## src/rtl/apb_pkg.sv

```systemverilog
`default_nettype none
// ============================================================================
// Module      : apb_pkg
// Description : Shared types and defaults for the APB round-robin scheduler
//               and related bus schedulers.
// Revision    : 1.0 - initial release
// ============================================================================
package apb_pkg;

  // Default bus widths
  localparam int c_default_k = 8;
  localparam int c_default_a = 4;

  // Bus sequencer state encoding
  typedef enum logic [1:0] {
    IDLE   = 2'd0,
    SETUP  = 2'd1,
    ACCESS = 2'd2
  } state_t;

endpackage
`default_nettype wire

```

## src/rtl/apb_rr_scheduler_if.sv

```systemverilog
`default_nettype none
// ============================================================================
// Module      : apb_rr_scheduler_if
// Description : APB bus bundle between the scheduler (master) and a slave.
// Revision    : 1.0 - initial release
// ============================================================================
interface apb_rr_scheduler_if
  import apb_pkg::*;
#(
  parameter int K = c_default_k,
  parameter int A = c_default_a
);

  logic         Psel;
  logic         Penable;
  logic         Pwrite;
  logic [A-1:0] Paddress;
  logic [K-1:0] PWdata;
  logic [K-1:0] PRdata;
  logic         Pready;

  modport master (
    output Psel, Penable, Pwrite, Paddress, PWdata,
    input  PRdata, Pready
  );

  modport slave (
    input  Psel, Penable, Pwrite, Paddress, PWdata,
    output PRdata, Pready
  );

endinterface
`default_nettype wire

```

## src/rtl/apb_rr_pick.sv

```systemverilog
`default_nettype none
// ============================================================================
// Module      : apb_rr_pick
// Description : Combinational rotate-priority picker. Returns the first set
//               bit of eligible scanning from last_grant+1 upward, modulo N.
// Revision    : 1.0 - initial release
// ============================================================================
module apb_rr_pick #(
  parameter  int N    = 4,
  localparam int c_gw = (N > 1) ? $clog2(N) : 1
) (
  input  logic [N-1:0]    eligible,
  input  logic [c_gw-1:0] last_grant,
  output logic            valid,
  output logic [c_gw-1:0] grant
);

  // Scan candidates in rotated order; the first hit wins
  always_comb begin
    logic [c_gw-1:0] w_idx;
    valid = 1'b0;
    grant = last_grant;
    w_idx = '0;
    for (int i = 1; i <= N; i++) begin
      w_idx = c_gw'((int'(last_grant) + i) % N);
      if (!valid && eligible[w_idx]) begin
        valid = 1'b1;
        grant = w_idx;
      end
    end
  end

endmodule
`default_nettype wire

```

## src/rtl/apb_rr_scheduler.sv

```systemverilog
`default_nettype none
// ============================================================================
// Module      : apb_rr_scheduler
// Description : Shares one APB bus among N requesters with round-robin
//               arbitration, wait-state support and an ACCESS timeout.
// Revision    : 1.0 - initial release
// ============================================================================
module apb_rr_scheduler
  import apb_pkg::*;
#(
  parameter int N       = 4,
  parameter int K       = c_default_k,
  parameter int A       = c_default_a,
  parameter int TIMEOUT = 16
) (
  input  logic                PCLK,
  input  logic                Presetn,
  input  logic [N-1:0]        req,
  input  logic [N-1:0]        req_wr,
  input  logic [N*A-1:0]      req_addr,
  input  logic [N*K-1:0]      req_wdata,
  output logic [N-1:0]        ack,
  output logic [N-1:0]        err,
  output logic [K-1:0]        rdata,
  apb_rr_scheduler_if.master  bus
);

  localparam int c_gw = (N > 1) ? $clog2(N) : 1;
  localparam int c_cw = (TIMEOUT > 0) ? $clog2(TIMEOUT + 1) : 1;
  localparam logic [c_cw-1:0] c_cnt_last = (TIMEOUT > 0) ? c_cw'(TIMEOUT - 1) : '0;

  state_t          r_state,   w_state_nxt;
  logic [c_gw-1:0] r_grant,   w_grant_nxt;
  logic [c_gw-1:0] r_last,    w_last_nxt;
  logic            r_psel,    w_psel_nxt;
  logic            r_penable, w_penable_nxt;
  logic            r_pwrite,  w_pwrite_nxt;
  logic [A-1:0]    r_paddr,   w_paddr_nxt;
  logic [K-1:0]    r_pwdata,  w_pwdata_nxt;
  logic [K-1:0]    r_rdata,   w_rdata_nxt;
  logic [N-1:0]    r_ack,     w_ack_nxt;
  logic [N-1:0]    r_err,     w_err_nxt;
  logic [c_cw-1:0] r_cnt,     w_cnt_nxt;

  logic            w_timeout;
  logic            w_complete;
  logic [N-1:0]    w_grant_mask;
  logic [N-1:0]    w_done_mask;
  logic [N-1:0]    w_eligible;
  logic            w_pick_valid;
  logic [c_gw-1:0] w_pick;
  logic [A-1:0]    w_sel_addr;
  logic [K-1:0]    w_sel_wdata;
  logic            w_sel_wr;
  logic            w_load;

  // The completing requester and the one just acked may not win again
  assign w_timeout    = (r_state == ACCESS) && !bus.Pready && (TIMEOUT != 0) && (r_cnt == c_cnt_last);
  assign w_complete   = (r_state == ACCESS) && (bus.Pready || w_timeout);
  assign w_grant_mask = N'(1) << r_grant;
  assign w_done_mask  = w_complete ? w_grant_mask : '0;
  assign w_eligible   = req & ~r_ack & ~w_done_mask;

  apb_rr_pick #(.N(N)) u_pick (
    .eligible   (w_eligible),
    .last_grant (r_last),
    .valid      (w_pick_valid),
    .grant      (w_pick)
  );

  // Route the picked requester's command fields
  always_comb begin
    w_sel_addr  = '0;
    w_sel_wdata = '0;
    w_sel_wr    = 1'b0;
    for (int i = 0; i < N; i++) begin
      if (w_pick == c_gw'(i)) begin
        w_sel_addr  = req_addr[i*A +: A];
        w_sel_wdata = req_wdata[i*K +: K];
        w_sel_wr    = req_wr[i];
      end
    end
  end

  // Next-state and next-output logic for the SETUP/ACCESS sequencer
  always_comb begin
    w_state_nxt   = r_state;
    w_grant_nxt   = r_grant;
    w_last_nxt    = r_last;
    w_psel_nxt    = r_psel;
    w_penable_nxt = r_penable;
    w_pwrite_nxt  = r_pwrite;
    w_paddr_nxt   = r_paddr;
    w_pwdata_nxt  = r_pwdata;
    w_rdata_nxt   = r_rdata;
    w_ack_nxt     = '0;
    w_err_nxt     = '0;
    w_cnt_nxt     = r_cnt;
    w_load        = 1'b0;

    case (r_state)
      IDLE: begin
        w_penable_nxt = 1'b0;
        if (w_pick_valid) begin
          w_load = 1'b1;
        end else begin
          w_psel_nxt = 1'b0;
        end
      end
      SETUP: begin
        w_penable_nxt = 1'b1;
        w_cnt_nxt     = '0;
        w_state_nxt   = ACCESS;
      end
      ACCESS: begin
        if (bus.Pready) begin
          w_ack_nxt     = w_grant_mask;
          w_penable_nxt = 1'b0;
          if (!r_pwrite) begin
            w_rdata_nxt = bus.PRdata;
          end
          if (w_pick_valid) begin
            w_load = 1'b1;
          end else begin
            w_psel_nxt  = 1'b0;
            w_state_nxt = IDLE;
          end
        end else if (w_timeout) begin
          w_ack_nxt     = w_grant_mask;
          w_err_nxt     = w_grant_mask;
          w_psel_nxt    = 1'b0;
          w_penable_nxt = 1'b0;
          w_state_nxt   = IDLE;
        end else begin
          w_cnt_nxt = r_cnt + 1'b1;
        end
      end
      default: begin
        w_psel_nxt    = 1'b0;
        w_penable_nxt = 1'b0;
        w_state_nxt   = IDLE;
      end
    endcase

    // Latch a new grant; write data only replaced for writes
    if (w_load) begin
      w_grant_nxt   = w_pick;
      w_last_nxt    = w_pick;
      w_paddr_nxt   = w_sel_addr;
      w_pwrite_nxt  = w_sel_wr;
      if (w_sel_wr) begin
        w_pwdata_nxt = w_sel_wdata;
      end
      w_psel_nxt    = 1'b1;
      w_penable_nxt = 1'b0;
      w_state_nxt   = SETUP;
    end
  end

  // State and output registers; reset drops the bus immediately
  always_ff @(posedge PCLK or negedge Presetn) begin
    if (!Presetn) begin
      r_state   <= IDLE;
      r_grant   <= '0;
      r_last    <= c_gw'(N - 1);
      r_psel    <= 1'b0;
      r_penable <= 1'b0;
      r_pwrite  <= 1'b0;
      r_paddr   <= '0;
      r_pwdata  <= '0;
      r_rdata   <= '0;
      r_ack     <= '0;
      r_err     <= '0;
      r_cnt     <= '0;
    end else begin
      r_state   <= w_state_nxt;
      r_grant   <= w_grant_nxt;
      r_last    <= w_last_nxt;
      r_psel    <= w_psel_nxt;
      r_penable <= w_penable_nxt;
      r_pwrite  <= w_pwrite_nxt;
      r_paddr   <= w_paddr_nxt;
      r_pwdata  <= w_pwdata_nxt;
      r_rdata   <= w_rdata_nxt;
      r_ack     <= w_ack_nxt;
      r_err     <= w_err_nxt;
      r_cnt     <= w_cnt_nxt;
    end
  end

  assign bus.Psel     = r_psel;
  assign bus.Penable  = r_penable;
  assign bus.Pwrite   = r_pwrite;
  assign bus.Paddress = r_paddr;
  assign bus.PWdata   = r_pwdata;
  assign ack          = r_ack;
  assign err          = r_err;
  assign rdata        = r_rdata;

endmodule
`default_nettype wire

```

## src/flat_wrapper.sv

```systemverilog
// flat-port wrapper written by rule: the top's interface ports become plain ports
module apb_rr_scheduler_flat import apb_pkg::*;
#(
  parameter int N       = 4,
  parameter int K       = c_default_k,
  parameter int A       = c_default_a,
  parameter int TIMEOUT = 16
)
  (PCLK, Presetn, req, req_wr, req_addr, req_wdata, ack, err, rdata, bus_Psel, bus_Penable, bus_Pwrite, bus_Paddress, bus_PWdata, bus_PRdata, bus_Pready);
  apb_rr_scheduler_if #(.K(K), .A(A)) bus_i ();
  input  logic PCLK;
  input  logic Presetn;
  input  logic [N-1:0] req;
  input  logic [N-1:0] req_wr;
  input  logic [N*A-1:0] req_addr;
  input  logic [N*K-1:0] req_wdata;
  output logic [N-1:0] ack;
  output logic [N-1:0] err;
  output logic [K-1:0] rdata;
  output wire logic [$bits(bus_i.Psel)-1:0] bus_Psel;
  output wire logic [$bits(bus_i.Penable)-1:0] bus_Penable;
  output wire logic [$bits(bus_i.Pwrite)-1:0] bus_Pwrite;
  output wire logic [$bits(bus_i.Paddress)-1:0] bus_Paddress;
  output wire logic [$bits(bus_i.PWdata)-1:0] bus_PWdata;
  input wire logic [$bits(bus_i.PRdata)-1:0] bus_PRdata;
  input wire logic [$bits(bus_i.Pready)-1:0] bus_Pready;
  assign bus_Psel = bus_i.Psel;
  assign bus_Penable = bus_i.Penable;
  assign bus_Pwrite = bus_i.Pwrite;
  assign bus_Paddress = bus_i.Paddress;
  assign bus_PWdata = bus_i.PWdata;
  assign bus_i.PRdata = bus_PRdata;
  assign bus_i.Pready = bus_Pready;
  apb_rr_scheduler #(.N(N), .K(K), .A(A), .TIMEOUT(TIMEOUT)) u_core (.PCLK(PCLK), .Presetn(Presetn), .req(req), .req_wr(req_wr), .req_addr(req_addr), .req_wdata(req_wdata), .ack(ack), .err(err), .rdata(rdata), .bus(bus_i));
endmodule
```

## config.mk

```make
export PLATFORM = sky130hd
export DESIGN_NAME = apb_rr_scheduler_flat
export DESIGN_NICKNAME = d
export VERILOG_FILES = /design/src/rtl/apb_pkg.sv /design/src/rtl/apb_rr_scheduler_if.sv /design/src/rtl/apb_rr_pick.sv /design/src/rtl/apb_rr_scheduler.sv /design/src/flat_wrapper.sv
export SDC_FILE = /design/constraint.sdc
export NUM_CORES = 1
export LEC_CHECK = 0
export CAP_MARGIN = 20
export CORE_MARGIN = 5
export CORE_UTILIZATION = 35
export DETAILED_ROUTE_END_ITERATION = 16
export PLACE_DENSITY = 0.68
export SLEW_MARGIN = 30
export SYNTH_ARGS = -nofsm -noshare
export SYNTH_HDL_FRONTEND = slang
export SYNTH_SLANG_ARGS = --single-unit
```

## constraint.sdc

```tcl
create_clock -name PCLK -period 3.1 [get_ports PCLK]
set_input_delay 0.62 -clock PCLK [delete_from_list [all_inputs] [get_ports PCLK]]
set_output_delay 0.62 -clock PCLK [all_outputs]
set_load 0.02 [all_outputs]
```

; ---- Word-level counts from Yosys, hierarchy flattened
; Index checks and enable logic that the tools add are counted.
; W data, S select, Z words.
[word_totals]
register_bits = 42
in_bits = 67
out_inout_bits = 31
word_cells = 111
[classes]
addsub = 5
magnitude_cmp = 4
n_eq_ne = 12
shifts = 1
mux = 53
bitwise_logic = 5
n_reduce_logical = 19
[ops]
columns = operator, count
row1 = $mux W4, 10
row2 = $mux W8, 4
row3 = $mux W1, 20
row4 = $mux W2, 8
row5 = $lt A2 B3 Y1 const B, 4
row6 = $mux W5, 2
row7 = $pmux W5 S2, 1
row8 = $reduce_and A3 Y1, 3
row9 = $and A4 B4 Y4, 2
row10 = $bmux W1 S2, 4
row11 = $not A4 Y4, 2
row12 = $eq A2 B2 Y1 const B, 3
row13 = $logic_and A1 B1 Y1, 6
row14 = $pmux W2 S3, 1
row15 = $add A5 B1 Y5 const B, 1
row16 = $eq A5 B4 Y1 const B, 1
row17 = $add A2 B1 Y2 const B, 2
row18 = $add A2 B2 Y2 const B, 2
row19 = $eq A2 B1 Y1 const B, 2
row20 = $logic_not A1 Y1, 4
row21 = $logic_not A2 Y1, 2
row22 = $ne A2 B1 Y1 const B, 2
row23 = $ne A2 B2 Y1 const B, 2
row24 = $ne A4 B2 Y1 const B, 1
row25 = other kinds (8), 10

; ---- Longest topological paths before layout
; Gate-level depths: netlist of the first run.
[depth]
ltp_word = 26
mapped_depth = 12
ltp_nobuf = 10

; ---- By module
; A second synthesis of the first run with hierarchy kept.
[hier_totals]
cells_unflattened = 202
area_unflattened_um2 = 2198.4
[by_module_without_submodules]
columns = mod, n_inst, cells_each, area_per_inst_um2, seq_area_each_um2
row1 = apb_rr_scheduler, 1, 188, 2115.8, 1053.5
row2 = apb_rr_pick, 1, 14, 82.6, 0.0

; ---- Worst setup path after synthesis of the first run
; No wires, ideal clock.
[synth_timing]
path_type = reg2reg
from = reg u_core.r_cnt[0]
to = reg u_core.r_pwdata[0] (netlist: u_core.bus.PWdata[0])
setup_ns = 0.125
arrival_time_ns = 3.183
required_ns = 2.975
path_slack_ns = -0.208
path_stages_with_launch = 12
path_buffers = 1
synth_period_minus_slack_ns = 3.308
cell_sequence = dfrtp_1 -> ha_1 -> and3_1 -> ha_1 -> or2_1 -> clkbuf_1 -> a41oi_1 -> a31oi_1 -> nor4_4 -> mux2_2 -> a22oi_4 -> mux2_4
[synth_between]
elab_chain_len = 25
elab_cells_between_ends = 45
classes_between = eq/ne (4) / mux (28) / bitwise (2) / reduce/logical (11)
[synth_rtl]
columns = element, line
row1 = "start, declared", apb_rr_scheduler.sv:43  ; logic [c_cw-1:0] r_cnt, w_cnt_nxt;
row2 = "start signal, assigned", apb_rr_scheduler.sv:187  ; r_cnt <= w_cnt_nxt;
row3 = $eq A5 B4 Y1 *, apb_rr_scheduler.sv:58  ; assign w_timeout = (r_state == ACCESS) && !bus.Pready && (TIMEOUT != 0) && (r_cnt == c_cnt_last);
row4 = $logic_and A1 B1 Y1 *, apb_rr_scheduler.sv:58
row5 = $logic_or A1 B1 Y1 *, apb_rr_scheduler.sv:59  ; assign w_complete = (r_state == ACCESS) && (bus.Pready || w_timeout);
row6 = $logic_and A1 B1 Y1 *, apb_rr_scheduler.sv:59
row7 = $mux W4 *, apb_rr_scheduler.sv:61  ; assign w_done_mask = w_complete ? w_grant_mask : '0;
row8 = $not A4 Y4 *, apb_rr_scheduler.sv:62  ; assign w_eligible = req & ~r_ack & ~w_done_mask;
row9 = $and A4 B4 Y4 *, apb_rr_scheduler.sv:62
row10 = $bmux W1 S2, apb_rr_pick.sv:26  ; if (!valid && eligible[w_idx]) begin
row11 = (+6 left out), n/a
row12 = $logic_and A1 B1 Y1, apb_rr_pick.sv:26
row13 = $mux W1, apb_rr_pick.sv:26
row14 = $logic_not A1 Y1, apb_rr_pick.sv:26
row15 = $logic_and A1 B1 Y1, apb_rr_pick.sv:26
row16 = $mux W2, apb_rr_pick.sv:26
row17 = $logic_not A2 Y1, apb_rr_scheduler.sv:77  ; if (w_pick == c_gw'(i)) begin
row18 = $mux W1 (4 in series), apb_rr_scheduler.sv:77
row19 = $reduce_and A2 Y1 (no line), n/a
row20 = "end signal, assigned", apb_rr_scheduler.sv:183  ; r_pwdata <= w_pwdata_nxt;
row21 = "end, declared", apb_rr_scheduler.sv:39  ; logic [K-1:0] r_pwdata, w_pwdata_nxt;
; Every way passes the cells marked *; elsewhere a longest branch is shown, timed or not. The select of a mux whose other input is x is not followed.
; A chain may end at the register's enable or synchronous reset.

; ---- Final worst setup path of the first run
[layout_timing]
from = reg u_core.r_cnt[1]
to = reg u_core.r_pwdata[2] (netlist: u_core.bus.PWdata[2])
; The elaborated chain is that of the path after synthesis.

==> flow_summary.yaml, run 1 <==
logic_synthesis:
  syn-mean-instance-area_um2: 11.2
  muxShareOfSynthArea_pct: 26.9
  ys_seq_area_share_pct: 45.8
  synth_compound_area_share_pct: 8.86
  synth-xor-area-share_pct: 0
  synthCells: 206
  synth_nets: 275
  synth-simple-area-share_pct: 14.1
  ys_types: 43
  synth-adder-area-share_pct: 1.09
  synth-seq-cells: 42
  synthTopCellsByArea: "dfrtp_1 (44%), mux2i_1 (15%), mux2_2 (6.9%), mux2_4 (5.2%), nand2_1 (3.1%)"
  synth_top_family_by_area: "multiplexers"
  yosysTopAreaCell: "dfrtp_1"
  yosysWarningCount: 0
  syn_area_um2: 2300
  synth_top_area_share_pct: 43.5
place:
  dp.final_hpwl_mm: 4.87
  place_congestion: 0.826
  placed_cell_area_um2: 3510
  port-buffer-count: 97
detailed_routing:
  top_layer_used: "met4"
  via_per_inst: 4.90
  drc: 0
  via_count: 1966
  finalWirelength_mm: 6.06
  met1_length_mm: 2.47
  drt_pass1_iterations: 4
  post_drt_wl_per_cell_um: 15.1
  first_iter_violations: 34
  wl_met2_mm: 3.00
  antenna_left: 0
  route.met3.wl_um: 506
pwr:
  power_leakage_nw: 1.63
  switching_power_mw: 1.33
  p_int_mw: 2.05
  p_per_area_nw_per_um2: 916
  pwr-share-clk_pct: 11.3
  pwr-share-seq_pct: 28.5
  p_comb_share_pct: 60.1
  peakVddDrop_uv: 380
  swShare_pct: 39.4
critical_path:
  crit_chain: "ha_2 > and3_4 > ha_4 > or2_4 > a41oi_2 > a31oi_2 > nor4_4 > mux2_4 > a22oi_4 > buf_12 > buf_12 > mux2_4"
  critical_path.endpoint: "u_core.bus.PWdata[2]$_DFFE_PN0P_"
  cp_num_buf_inv: 2
  reg2reg_depth: 12
  cp.arrival_ns: 3.26
  cp-end-kind: "flip-flop"
  start_kind: "flip-flop"
  crit_path_top_delay_cell: "dfrtp_1"
  slowest_delay_ns: 0.40
  ff2ff_setup_slack_ns: 0.03
  cp.depth: 12
  worst-setup-path-type: "flip-flop to flip-flop"
  r2r_start: "u_core.r_cnt[1]$_DFFE_PN0P_"
  cp_max_fo: 5
  startpoint: "u_core.r_cnt[1]$_DFFE_PN0P_"
  cp_top_family: "simple AND/OR/NAND/NOR gates"
  r2r-end: "u_core.bus.PWdata[2]$_DFFE_PN0P_"
  required_ns: 3.29
clock_network:
  hold_buffers: 0
  cts_made_buffers: 5
  clk_latency_ns: 0.30
  clock_sinks: 42
  cts.clk_slew.worst_paths_ns: 0.09
  cts_tree: "yes"
  clockBufferDepth: 2
  cts_root_buffer: "clkbuf_8"
  htree_levels: 2
global_route:
  antenna_found_initial: 0
  grt.overflow.total: 0
  grt_max_degree: 43
  globalRouteTotalUtil_pct: 14.7
  grt_pass1_vias: 2107
  grt_pass1_wl_mm: 10.0
sta:
  hold_viol_final: 0
  setup_violations: 0
  fin_setup_tns_ns: 0
  slew_headroom_pct: 60.9
  fmax_ghz: 0.326
  period_share_pct: 99.0
  finalMaxSlewViolations: 0
  tightest_slew_ns: 0.578
  fin_worst_skew_ns: 0.0135
  rsz0062_at_grt: "yes"
  post-route-min-period_ns: 3.07
floorplanning:
  initial_core_util_pct: 36.0
  dieArea_um2: 8300
  core_um2: 6390
  die_h_um: 91.1
  fp-row-count: 29
  io_pins: 98
  die_x_um: 91.1
final_layout:
  drive_gt1_share_pct: 22.2
  antenna_cells: 0
  final_area_um2: 3700
  num-nets-final: 392
  area_growth_pct: 60.6
run_status:
  status: "completed"
min_path:
  hold_class: "primary input to async pin"
job:
  maxCapViolCount: 0
[sequential cells by signal, indices dropped and copies added (netlist names), 2 cells and up]
name,flops
u_core.r_grant,2
u_core.err,4
u_core.ack,4
u_core.bus.PWdata,8
u_core.r_last,2
u_core.bus.Paddress,4
u_core.rdata,8
u_core.r_state,2
u_core.r_cnt,5
[cell usage in the layout (no fill, tap or decap), types with 4 or more instances in the layout]
| cell | Yosys | layout |
|---|---|---|
| o21ai_1 | 4 | 4 |
| inv_1 | 6 | 6 |
| dfrtp_1 | 40 | 40 |
| mux2_2 | 14 | 12 |
| buf_4 | 2 | 20 |
| clkdlybuf4s50_1 | 0 | 96 |
| nor2_1 | 14 | 13 |
| nand2b_1 | 4 | 4 |
| nor3b_1 | 4 | 4 |
| a21oi_1 | 7 | 7 |
| mux2_4 | 8 | 10 |
| mux2i_1 | 34 | 34 |
| o21ai_0 | 6 | 6 |
| nand2_1 | 19 | 19 |
| clkbuf_8 | 0 | 5 |
| nor3_1 | 6 | 6 |
[final cells by class]
| type | count | area [µm²] |
|---|---|---|
| sequential | 42 | 1050 |
| clock inverter | 3 | 28.8 |
| inverter | 8 | 30.0 |
| multi-input combinational | 147 | 1250 |
| fill | 546 | 2690 |
| clock buffer | 5 | 68.8 |
| timing repair buffer | 119 | 1170 |
| tap | 77 | 96.3 |
[worst min path at each step]
stage,startpoint,to,slack [ns]
CTS,Presetn,u_core.bus.Paddress[2]$_DFFE_PN0P_,0.49
global route,Presetn,u_core.rdata[5]$_DFFE_PN0P_,0.34
detailed placement,u_core.bus.Psel$_DFFE_PN0P_,u_core.bus.Psel$_DFFE_PN0P_,0.47
floorplan,Presetn,u_core.ack[0]$_DFF_PN0_,0.32
finish,Presetn,u_core.bus.Paddress[2]$_DFFE_PN0P_,0.29
global placement,u_core.bus.Psel$_DFFE_PN0P_,u_core.bus.Psel$_DFFE_PN0P_,0.47
[what timing repair did]
item                       4_1_cts  5_1_grt
hold endpoints to repair         0        0
setup buffers                    4        2
setup endpoints to repair        1        8
gates cloned                     0        0
pin swaps                        3        1
resized for setup                6        3
[cell families after synthesis]
| family | count (synthesis) |
|---|---|
| buf+inv | 17 |
| compound gates | 29 |
| mux | 56 |
| simple gates | 60 |
| fa+ha+maj | 2 |
| flops | 42 |
[power groups by stage]
| stage | registers [mW] | logic [mW] | clock network [mW] |
|---|---|---|---|
| floorplan | 1.10 | 1.05 | 0 |
| global placement | 0.963 | 1.91 | 0 |
| detailed placement | 0.974 | 1.95 | 0 |
| CTS | 0.968 | 2.04 | 0.396 |
| global route | 0.997 | 2.19 | 0.420 |
| finish | 0.966 | 2.04 | 0.383 |
[metrics by stage]
stage | worst slack, ns | util (%) | total power [mW] | cells | hold WS, ns
finish | 0.0324 | 57.9 | 3.39 | 401 | 0.294
global route | -0.0769 | 57.9 | 3.61 | 401 | 0.337
CTS | 0.0293 | 57.4 | 3.41 | 399 | 0.486
detailed placement | -0.214 | 54.9 | 2.92 | 388 | 0.467
global placement | -0.164 | 54.9 | 2.88 | 388 | 0.468
floorplan | -0.153 | - | 2.15 | 206 | 0.324
[per-layer routing]
layer  vias up  GRT usage (%)
met5         -              0
met1       918           17.3
li1        967              -
met3         9           5.79
met4         0           3.55
met2        72           25.1
[cell usage after synthesis, drive strengths merged]
cell	n
clkbuf	4
o41a	1
nor3b	5
nor4	1
and3	1
o22ai	1
buf	5
o31ai	2
nand3	1
nor2	14
ha	2
a22oi	2
a41oi	1
nand2	19
nor2b	2
mux2	22
or2	1
a31oi	2
a21oi	7
nand2b	5
nor4b	1
mux2i	34
o311ai	1
nand4	2
dfstp	2
o21ai	10
dfrtp	40
o211ai	1
and2b	1
o32ai	1
and3b	1
clkinv	1
inv	7
nor3	6
Note: power is estimated with default switching activity, not from simulation.
==> run 2, diff against run 1 <==
--- a/config.mk
+++ b/config.mk
@@ -9,6 +9,7 @@
 export CORE_MARGIN = 5
 export CORE_UTILIZATION = 35
 export DETAILED_ROUTE_END_ITERATION = 16
+export MAX_ROUTING_LAYER = met4
 export PLACE_DENSITY = 0.68
 export SLEW_MARGIN = 30
 export SYNTH_ARGS = -nofsm -noshare
==> run 2 against run 1 <==
Sequential power is essentially flat; register-to-register slack is essentially flat; total power is essentially flat; via count grew 0.15%; sequential cell count is the same; cell count is the same; clock-buffer cell count is the same; clock power is essentially flat; critical path depth is the same; hold slack gained 0.0012 ns; clock skew is essentially flat; critical endpoint unchanged; largest power group unchanged.
==> flow_summary.yaml, run 2 (same netlist as run 1, synthesis figures left out) <==
run_status:
  status: "completed"
detailed_routing:
  route.met3.wl_um: 421
  wl_met2_mm: 3.01
  post_drt_wl_per_cell_um: 15.1
  via_count: 1969
  met1_length_mm: 2.55
  drt_pass1_iterations: 4
  via_per_inst: 4.91
  top_layer_used: "met4"
  finalWirelength_mm: 6.06
  drc: 0
  first_iter_violations: 35
  antenna_left: 0
floorplanning:
  core_um2: 6390
  initial_core_util_pct: 36.0
  fp-row-count: 29
  die_x_um: 91.1
  dieArea_um2: 8300
  io_pins: 98
  die_h_um: 91.1
pwr:
  p_per_area_nw_per_um2: 916
  peakVddDrop_uv: 380
  power_leakage_nw: 1.63
final_layout:
  area_growth_pct: 60.6
  drive_gt1_share_pct: 22.2
  fin_util_pct: 57.9
  final_cells: 401
  layout_common_cells: "clkdlybuf4s50_1 (96), dfrtp_1 (40), mux2i_1 (34)"
  num-nets-final: 392
  antenna_cells: 0
  mostFrequentLayoutCell: "clkdlybuf4s50_1"
clock_network:
  htree_levels: 2
  clock_sinks: 42
  cts_tree: "yes"
  cts.clk_slew.worst_paths_ns: 0.09
  cts_root_buffer: "clkbuf_8"
  cts_made_buffers: 5
  clk_latency_ns: 0.30
  hold_buffers: 0
  clockBufferDepth: 2
critical_path:
  cp_top_family: "simple AND/OR/NAND/NOR gates"
  crit_path_top_delay_cell: "dfrtp_1"
  required_ns: 3.29
  slowest_delay_ns: 0.40
  start_kind: "flip-flop"
  worst-setup-path-type: "flip-flop to flip-flop"
  cp-end-kind: "flip-flop"
  cp.arrival_ns: 3.26
  cp_max_fo: 5
  crit_chain: "ha_2 > and3_4 > ha_4 > or2_4 > a41oi_2 > a31oi_2 > nor4_4 > mux2_4 > a22oi_4 > buf_12 > buf_12 > mux2_4"
  cp_num_buf_inv: 2
sta:
  fin_setup_tns_ns: 0
  fin_worst_skew_ns: 0.0137
  period_share_pct: 99.0
  fmax_ghz: 0.326
  setup_violations: 0
  finalMaxSlewViolations: 0
  slew_headroom_pct: 60.9
  hold_viol_final: 0
  post-route-min-period_ns: 3.07
  fin_ws_ns: 0.0322
  rsz0062_at_grt: "yes"
  fin_hold_ws_ns: 0.295
  tightest_slew_ns: 0.578
place:
  place_congestion: 0.839
  place_inst: 388
  place_ws_ns: -0.214
  port-buffer-count: 97
  dp.final_hpwl_mm: 4.87
min_path:
  hold_class: "primary input to async pin"
global_route:
  grt_max_degree: 43
  antenna_found_initial: 0
  globalRouteTotalUtil_pct: 15.1
  grt.overflow.total: 0
  grt_pass1_vias: 2112
  grt_pass1_wl_mm: 9.98
job:
  maxCapViolCount: 0
-- run 2: layout make-up --
class / instances / area (µm²)
clock buffers: 5 / 68.8
clock inverters: 3 / 28.8
inverters: 8 / 30.0
well taps: 77 / 96.3
repair buffers: 119 / 1170
fillers: 546 / 2690
flip-flops and latches: 42 / 1050
multi-input cells: 147 / 1250
-- run 2: what timing repair did --
action                     in CTS  in global routing
setup endpoints to repair       1                  8
gates resized for setup         6                  3
setup buffers                   4                  2
pin swaps                       3                  1
-- run 2: report_power, final --
group	switching (mW)	total, mW	internal (mW)	leakage (nW)
Sequential	0.191	0.966	0.776	0.523
Clock	0.214	0.382	0.168	0.0506
Combinational	0.929	2.04	1.11	1.06
Total	1.33	3.39	2.05	1.63
-- run 2: routing by layer --
metal | vias to the layer above | GRT usage, %
li1 | 967 | -
met1 | 920 | 18.0
met2 | 75 | 25.1
met3 | 7 | 4.71
met4 | 0 | 3.55
met5 | - | -
-- run 2: path summary, 6_finish.rpt --
kind / startpoint / endpoint / slack, ns / cells after the start
max reg2reg: u_core.r_cnt[1]$_DFFE_PN0P_ / u_core.bus.PWdata[2]$_DFFE_PN0P_ / 0.03 / 12
min: Presetn / u_core.bus.Paddress[2]$_DFFE_PN0P_ / 0.30 / 1
min reg2reg: u_core.bus.Paddress[1]$_DFFE_PN0P_ / u_core.bus.Paddress[1]$_DFFE_PN0P_ / 0.49 / 2
max: u_core.r_cnt[1]$_DFFE_PN0P_ / u_core.bus.PWdata[2]$_DFFE_PN0P_ / 0.03 / 12
max in group asynchronous: Presetn / u_core.r_last[1]$_DFFE_PN1P_ / 2.43 / 1
min in group PCLK: u_core.bus.Paddress[1]$_DFFE_PN0P_ / u_core.bus.Paddress[1]$_DFFE_PN0P_ / 0.49 / 2
-- run 2: through the flow --
step | instance area (µm²) | power [mW]
floorplan | 2350 | 2.15
global placement | 3510 | 2.88
detailed placement | 3510 | 2.92
CTS | 3670 | 3.41
global route | 3700 | 3.61
finish | 3700 | 3.39
==> RTL edit 1, RTL diff (flow settings as in run 1) <==
`TIMEOUT` is set to 16 in 2 places; all go to 32.
--- a/src/rtl/apb_rr_scheduler.sv
+++ b/src/rtl/apb_rr_scheduler.sv
@@ -11,7 +11,7 @@
   parameter int N       = 4,
   parameter int K       = c_default_k,
   parameter int A       = c_default_a,
-  parameter int TIMEOUT = 16
+  parameter int TIMEOUT = 32
 ) (
   input  logic                PCLK,
   input  logic                Presetn,
--- a/src/flat_wrapper.sv
+++ b/src/flat_wrapper.sv
@@ -4,7 +4,7 @@
   parameter int N       = 4,
   parameter int K       = c_default_k,
   parameter int A       = c_default_a,
-  parameter int TIMEOUT = 16
+  parameter int TIMEOUT = 32
 )
   (PCLK, Presetn, req, req_wr, req_addr, req_wdata, ack, err, rdata, bus_Psel, bus_Penable, bus_Pwrite, bus_Paddress, bus_PWdata, bus_PRdata, bus_Pready);
   apb_rr_scheduler_if #(.K(K), .A(A)) bus_i ();
Formal check against the unedited RTL: same outputs for any inputs over 4 cycles, from zero or initial values and one cycle with Presetn low; that may be too few to reach the edited logic, so the function may still have changed.
==> RTL edit 1 against run 1 <==
Cell area is 3.7% lower. Utilization is 1.5 points lower. Setup slack better by 0.14 ns. Sequential cell count up 1. Wire length is 8.9% lower. Combinational power is 5% lower. Area after synthesis decreased by 1.5%. Total power down 4.4%. Non-clock buffer count shrank 9. Sequential power fell by 1%. Count of clock-buffer cells in the layout did not move. Critical endpoint is now u_core.bus.PWdata[0].
==> RTL edit 1: results (changes against run 1) <==
# diodes: 0 (unchanged)
Total die area: 8190 µm² (-1.3%)
Crit-path leading delay family: compound AO/OA/AOI/OAI gates
Layout cells sized above 1: 0.194 (-0.0282)
Worst min path class: primary input to async pin
1st-iter DRT viols: 43 (+26%)
Status: complete, no violations
Worst path max stage delay: 0.40 ns (about the same)
HPWL after detailed placement: 4.47 mm (-8.2%)
Synth cell types: 38 (-12%)
Vias in the first global route: 1949 (-7.5%)
CTS buffer count: 5 (unchanged)
Antenna violations before repair: 0 (unchanged)
Worst IR drop on VDD: 0.504 mV (+33%)
Max Root-Sink Buffers: 2 (unchanged)
Final #Nets: 366 (-6.6%)
Critical path arrival: 3.11 ns (-0.15 ns)
Routed wire length per instance: 14.7 µm (-2.8%)
Tot GR Track Use: 0.139 (-0.00782)
Leakage: 1.60 nW (-2.0%)
Post-synthesis register bit count: 43 (+2.4%)
Final Skew: 0.00741 ns (-0.00609 ns)
Synth top cells by count: 41 x dfrtp_1, 37 x mux2i_1, 15 x nor2_1
Clock Latency Late Sink: 0.30 ns (about the same)
Root Driver: clkbuf_8
Clk slew on worst S/H paths: 0.09 ns (about the same)
Syn nets: 252 (-8.4%)
Register area share after synthesis: 0.476 (+0.0179)
First-pass GRT wire length: 9.25 mm (-7.5%)
TritonRoute pass-1 iters: 4 (unchanged)
Setup WS pre-CTS: -0.225 ns (-0.0104 ns)
Post-place instance area: 3450 µm² (-1.7%)
Most used DFF post-synth: dfrtp_1
Worst-path cell with the longest stage delay: dfrtp_1
Via count: 1823 (-7.3%)
Worst-margin pin slew: 0.658 ns (+0.0806 ns)
Top post-synthesis cells by area: dfrtp_1 45%, mux2i_1 16%, mux2_4 6.6%, mux2_2 6.0%, nor2_1 2.5%
H-tree Lvls: 2 (unchanged)
Async set or reset register ratio after synthesis: 1.00 (unchanged)
Final Wtd Congestion: 0.828 (+0.24%)
CP max FO: 9 (+4)
Largest net degree at the start of global routing: 44 (+2.3%)
Ys Warns: 0 (unchanged)
Port bufs: 97 (unchanged)
RTL edit 1: cell count changes after synthesis, moves of 3 or more:
cell,run 1,this run
a21oi_1,7,4
nor3b_1,4,0
mux2i_1,34,37
clkbuf_1,3,0
nor2b_1,2,5
nand2_1,19,11
RTL edit 1: logic make-up (layout without fill, tap and decap cells):
group / Yosys count / after routing / synth area share
AOI/OAI and AO/OA: 24 / 24 / 0.0993
xor gates and xnor gates: 2 / 2 / 0.00773
adders and majority gates: 1 / 1 / 0.00552
buffers and inverters: 8 / 123 / 0.0171
DFF: 43 / 43 / 0.476
muxes: 59 / 59 / 0.289
and+or+nand+nor: 47 / 47 / 0.105
RTL edit 1: cell type report:
class / instances / area, µm²
fillers: 583 / 2750
multi-input cells: 133 / 1170
repair buffers: 110 / 1100
flip-flops and latches: 43 / 1080
well taps: 77 / 96.3
clock buffers: 5 / 68.8
clock inverters: 3 / 20.0
inverters: 5 / 18.8
RTL edit 1: power breakdown:
group	leakage (nW)	internal [mW]	switching, mW
clock	0.0402	0.157	0.193
combinational	1.02	1.09	0.849
sequential	0.535	0.788	0.165
RTL edit 1: worst reg2reg max path: cells and delay by family, from the launching register on:
family	cells	cell delay (ns)
buffers and inverters	1	0.16
muxes	2	0.65
AOI/OAI and AO/OA	5	1.24
and+or+nand+nor	1	0.17
adders and majority gates	1	0.21
DFF	1	0.40
RTL edit 1: path summary, 6_finish.rpt:
| kind | startpoint | end | slack [ns] | cells past startpoint |
|---|---|---|---|---|
| max in group asynchronous | Presetn | u_core.err[3] | 2.41 | 1 |
| max reg2reg | u_core.r_cnt[0] | u_core.bus.PWdata[0] | 0.18 | 10 |
| min reg2reg | u_core.bus.Penable | u_core.bus.Penable | 0.49 | 1 |
| min in group PCLK | u_core.bus.Penable | u_core.bus.Penable | 0.49 | 1 |
| max | u_core.r_cnt[0] | u_core.bus.PWdata[0] | 0.18 | 10 |
| min | Presetn | u_core.bus.PWdata[1] | 0.30 | 1 |
RTL edit 1: through the flow:
stage	util	instances
2_1_floorplan	-	184
3_3_place_gp	0.546	367
3_5_place_dp	0.546	367
4_1_cts	0.560	375
5_1_grt	0.564	376
6_report	0.564	376
RTL edit 1: metal layers:
layer	vias to the layer above	wire length, µm	track usage
li1	887	-	-
met1	844	2170	0.154
met2	86	2550	0.225
met3	6	724	0.0783
met4	0	77	0.0447
met5	-	0	0
RTL edit 1: what timing repair did:
action                                  4_1_cts  5_1_grt
resized for setup                             0        4
endpoints found under the setup margin        0       12
setup buffers                                 0        1
==> RTL edit 2, RTL diff (settings of run 1) <==
Made on the original files. Make the reset (`Presetn`) synchronous in one clocked block.
--- a/src/rtl/apb_rr_scheduler.sv
+++ b/src/rtl/apb_rr_scheduler.sv
@@ -158,7 +158,7 @@
   end
 
   // State and output registers; reset drops the bus immediately
-  always_ff @(posedge PCLK or negedge Presetn) begin
+  always_ff @(posedge PCLK) begin
     if (!Presetn) begin
       r_state   <= IDLE;
       r_grant   <= '0;
Check against the original RTL: differs if Presetn is asserted again (counterexample within 4 cycles, from zero or initial values and one cycle with Presetn low); with Presetn held inactive, the same outputs for 4 cycles.
==> RTL edit 2 against run 1 <==
Sequential cell count unchanged. Largest cell class unchanged. Wire length increased by 18%. Cell area increased by 3.9%. Area after synthesis increased by 5.1%. Setup slack improved by 0.0040 ns. Clock skew decreased by 0.0070 ns. Synthesized cell count increased by 27%.
Power is not compared: it rests on default switching activity, and its combinational part moved more than twofold at a synthesized area within 25%.
==> RTL edit 2: results (changes against run 1) <==
Status: complete, no violations
TritonRoute pass-1 iters: 5 (+1)
Slew headroom: 0.572 (-0.0377)
Vias in the first global route: 2370 (+12%)
Final Wtd Congestion: 0.872 (+5.5%)
Filler instances: 639 (+17%)
Synth Instances: 261 (+27%)
Layout Cells excl Fill: 457 (+14%)
Synth top cells by count: 42 x dfxtp_1, 22 x o31a_1, 20 x a211oi_1
Final #Nets: 445 (+14%)
Clock Latency Late Sink: 0.30 ns (about the same)
Routed wire length per instance: 15.6 µm (+3.2%)
Setup WS pre-CTS: -0.164 ns (+0.0500 ns)
Tot GR Track Use: 0.164 (+0.0172)
Worst min path class: register to register
Antenna-violating nets left: 0 (unchanged)
Async set or reset register ratio after synthesis: 0 (-1.00)
Port bufs: 97 (unchanged)
Top post-synthesis cells by area: dfxtp_1 35%, o31a_1 8.0%, a211oi_1 6.2%, mux2i_1 5.0%, nor2b_1 3.4%
First-pass GRT wire length: 11.4 mm (+14%)
Largest net degree at the start of global routing: 24 (-44%)
1st-iter DRT viols: 86 (+150%)
HPWL after detailed placement: 5.45 mm (+12%)
Placed Cells incl. Taps: 441 (+14%)
Root Driver: clkbuf_8
Synth cell types: 54 (+26%)
Syn nets: 330 (+20%)
Register area share after synthesis: 0.348 (-0.110)
Final Skew: 0.00652 ns (-0.00698 ns)
Layout cells sized above 1: 0.186 (-0.0365)
Antenna violations before repair: 0 (unchanged)
CP max FO: 8 (+3)
Vias per std cell: 5.40 (+10%)
[RTL edit 2: cell types whose count changed after synthesis, sizes merged, moves of 11 or more]
cell,change
a21boi,+15
mux2i,-21
dfrtp,-40
o31a,+22
a211oi,+20
mux2,-21
dfxtp,+42
nor2b,+11
[RTL edit 2: cell families (layout without fill, tap and decap cells)]
family	count (synthesis)	count (layout)	synth area share
xor gates and xnor gates	2	2	0.00724
DFF	42	42	0.348
and+or+nand+nor	82	82	0.196
buffers and inverters	25	141	0.0507
muxes	14	14	0.0600
AOI/OAI and AO/OA	94	94	0.329
adders and majority gates	2	2	0.0103
[RTL edit 2: what timing repair did]
item                                    in CTS  in global routing
gates resized for setup                      0                 15
buffers inserted                             0                  7
endpoints found under the setup margin       0                 12
[RTL edit 2: metal layers]
metal,track usage,up-vias,routed length [µm]
li1,-,1226,-
met1,0.200,1137,3010
met2,0.274,92,3410
met3,0.0507,11,590
met4,0.0537,0,114
met5,0,-,0
[RTL edit 2: final cells by class]
type / count / area (µm²) / area share
Clock buffer: 5 / 68.8 / 0.0179
Clock inverter: 3 / 45.0 / 0.0117
Inverter: 2 / 7.51 / 0.00195
Multi-Input combinational cell: 194 / 1510 / 0.394
Sequential cell: 42 / 846 / 0.220
Tap cell: 80 / 100 / 0.0261
Timing Repair Buffer: 131 / 1260 / 0.328
[RTL edit 2: path summary, 6_finish.rpt]
kind,start,endpoint,slack (ns),depth (start not counted)
worst max-delay path,u_core.r_cnt[0],u_core.bus.PWdata[3],0.04,11
worst max register to register,u_core.r_cnt[0],u_core.bus.PWdata[3],0.04,11
worst min register to register,u_core.bus.Paddress[2],u_core.bus.Paddress[2],0.48,2
worst min-delay path,u_core.bus.Paddress[2],u_core.bus.Paddress[2],0.48,2
[RTL edit 2: stage by stage]
step,power [mW],instance area (µm²),setup TNS (ns),hold slack [ns]
detailed placement,1.27,3570,-1.44,0.464
floorplan,1.00,2420,0,0.471
finish,1.74,3840,0,0.475
global route,1.85,3840,-0.175,0.495
CTS,1.71,3690,0,0.480
global placement,1.26,3570,-0.769,0.456
[RTL edit 2: critical path, cell delays in order, from the launching register on]
cell and delay [ns]:
dfxtp_4 0.37, ha_4 0.16, and3_4 0.18, ha_4 0.15, or2_4 0.28, a311o_1 0.41, a31oi_4 0.29, o31a_1 0.25
o31ai_4 0.10, buf_12 0.17, or4_1 0.49, a21boi_1 0.15
[RTL edit 2: report_power, final]
group	internal [mW]	switching (mW)
Combinational	0.360	0.311
Sequential	0.586	0.0447
Clock	0.240	0.202
Total	1.19	0.558
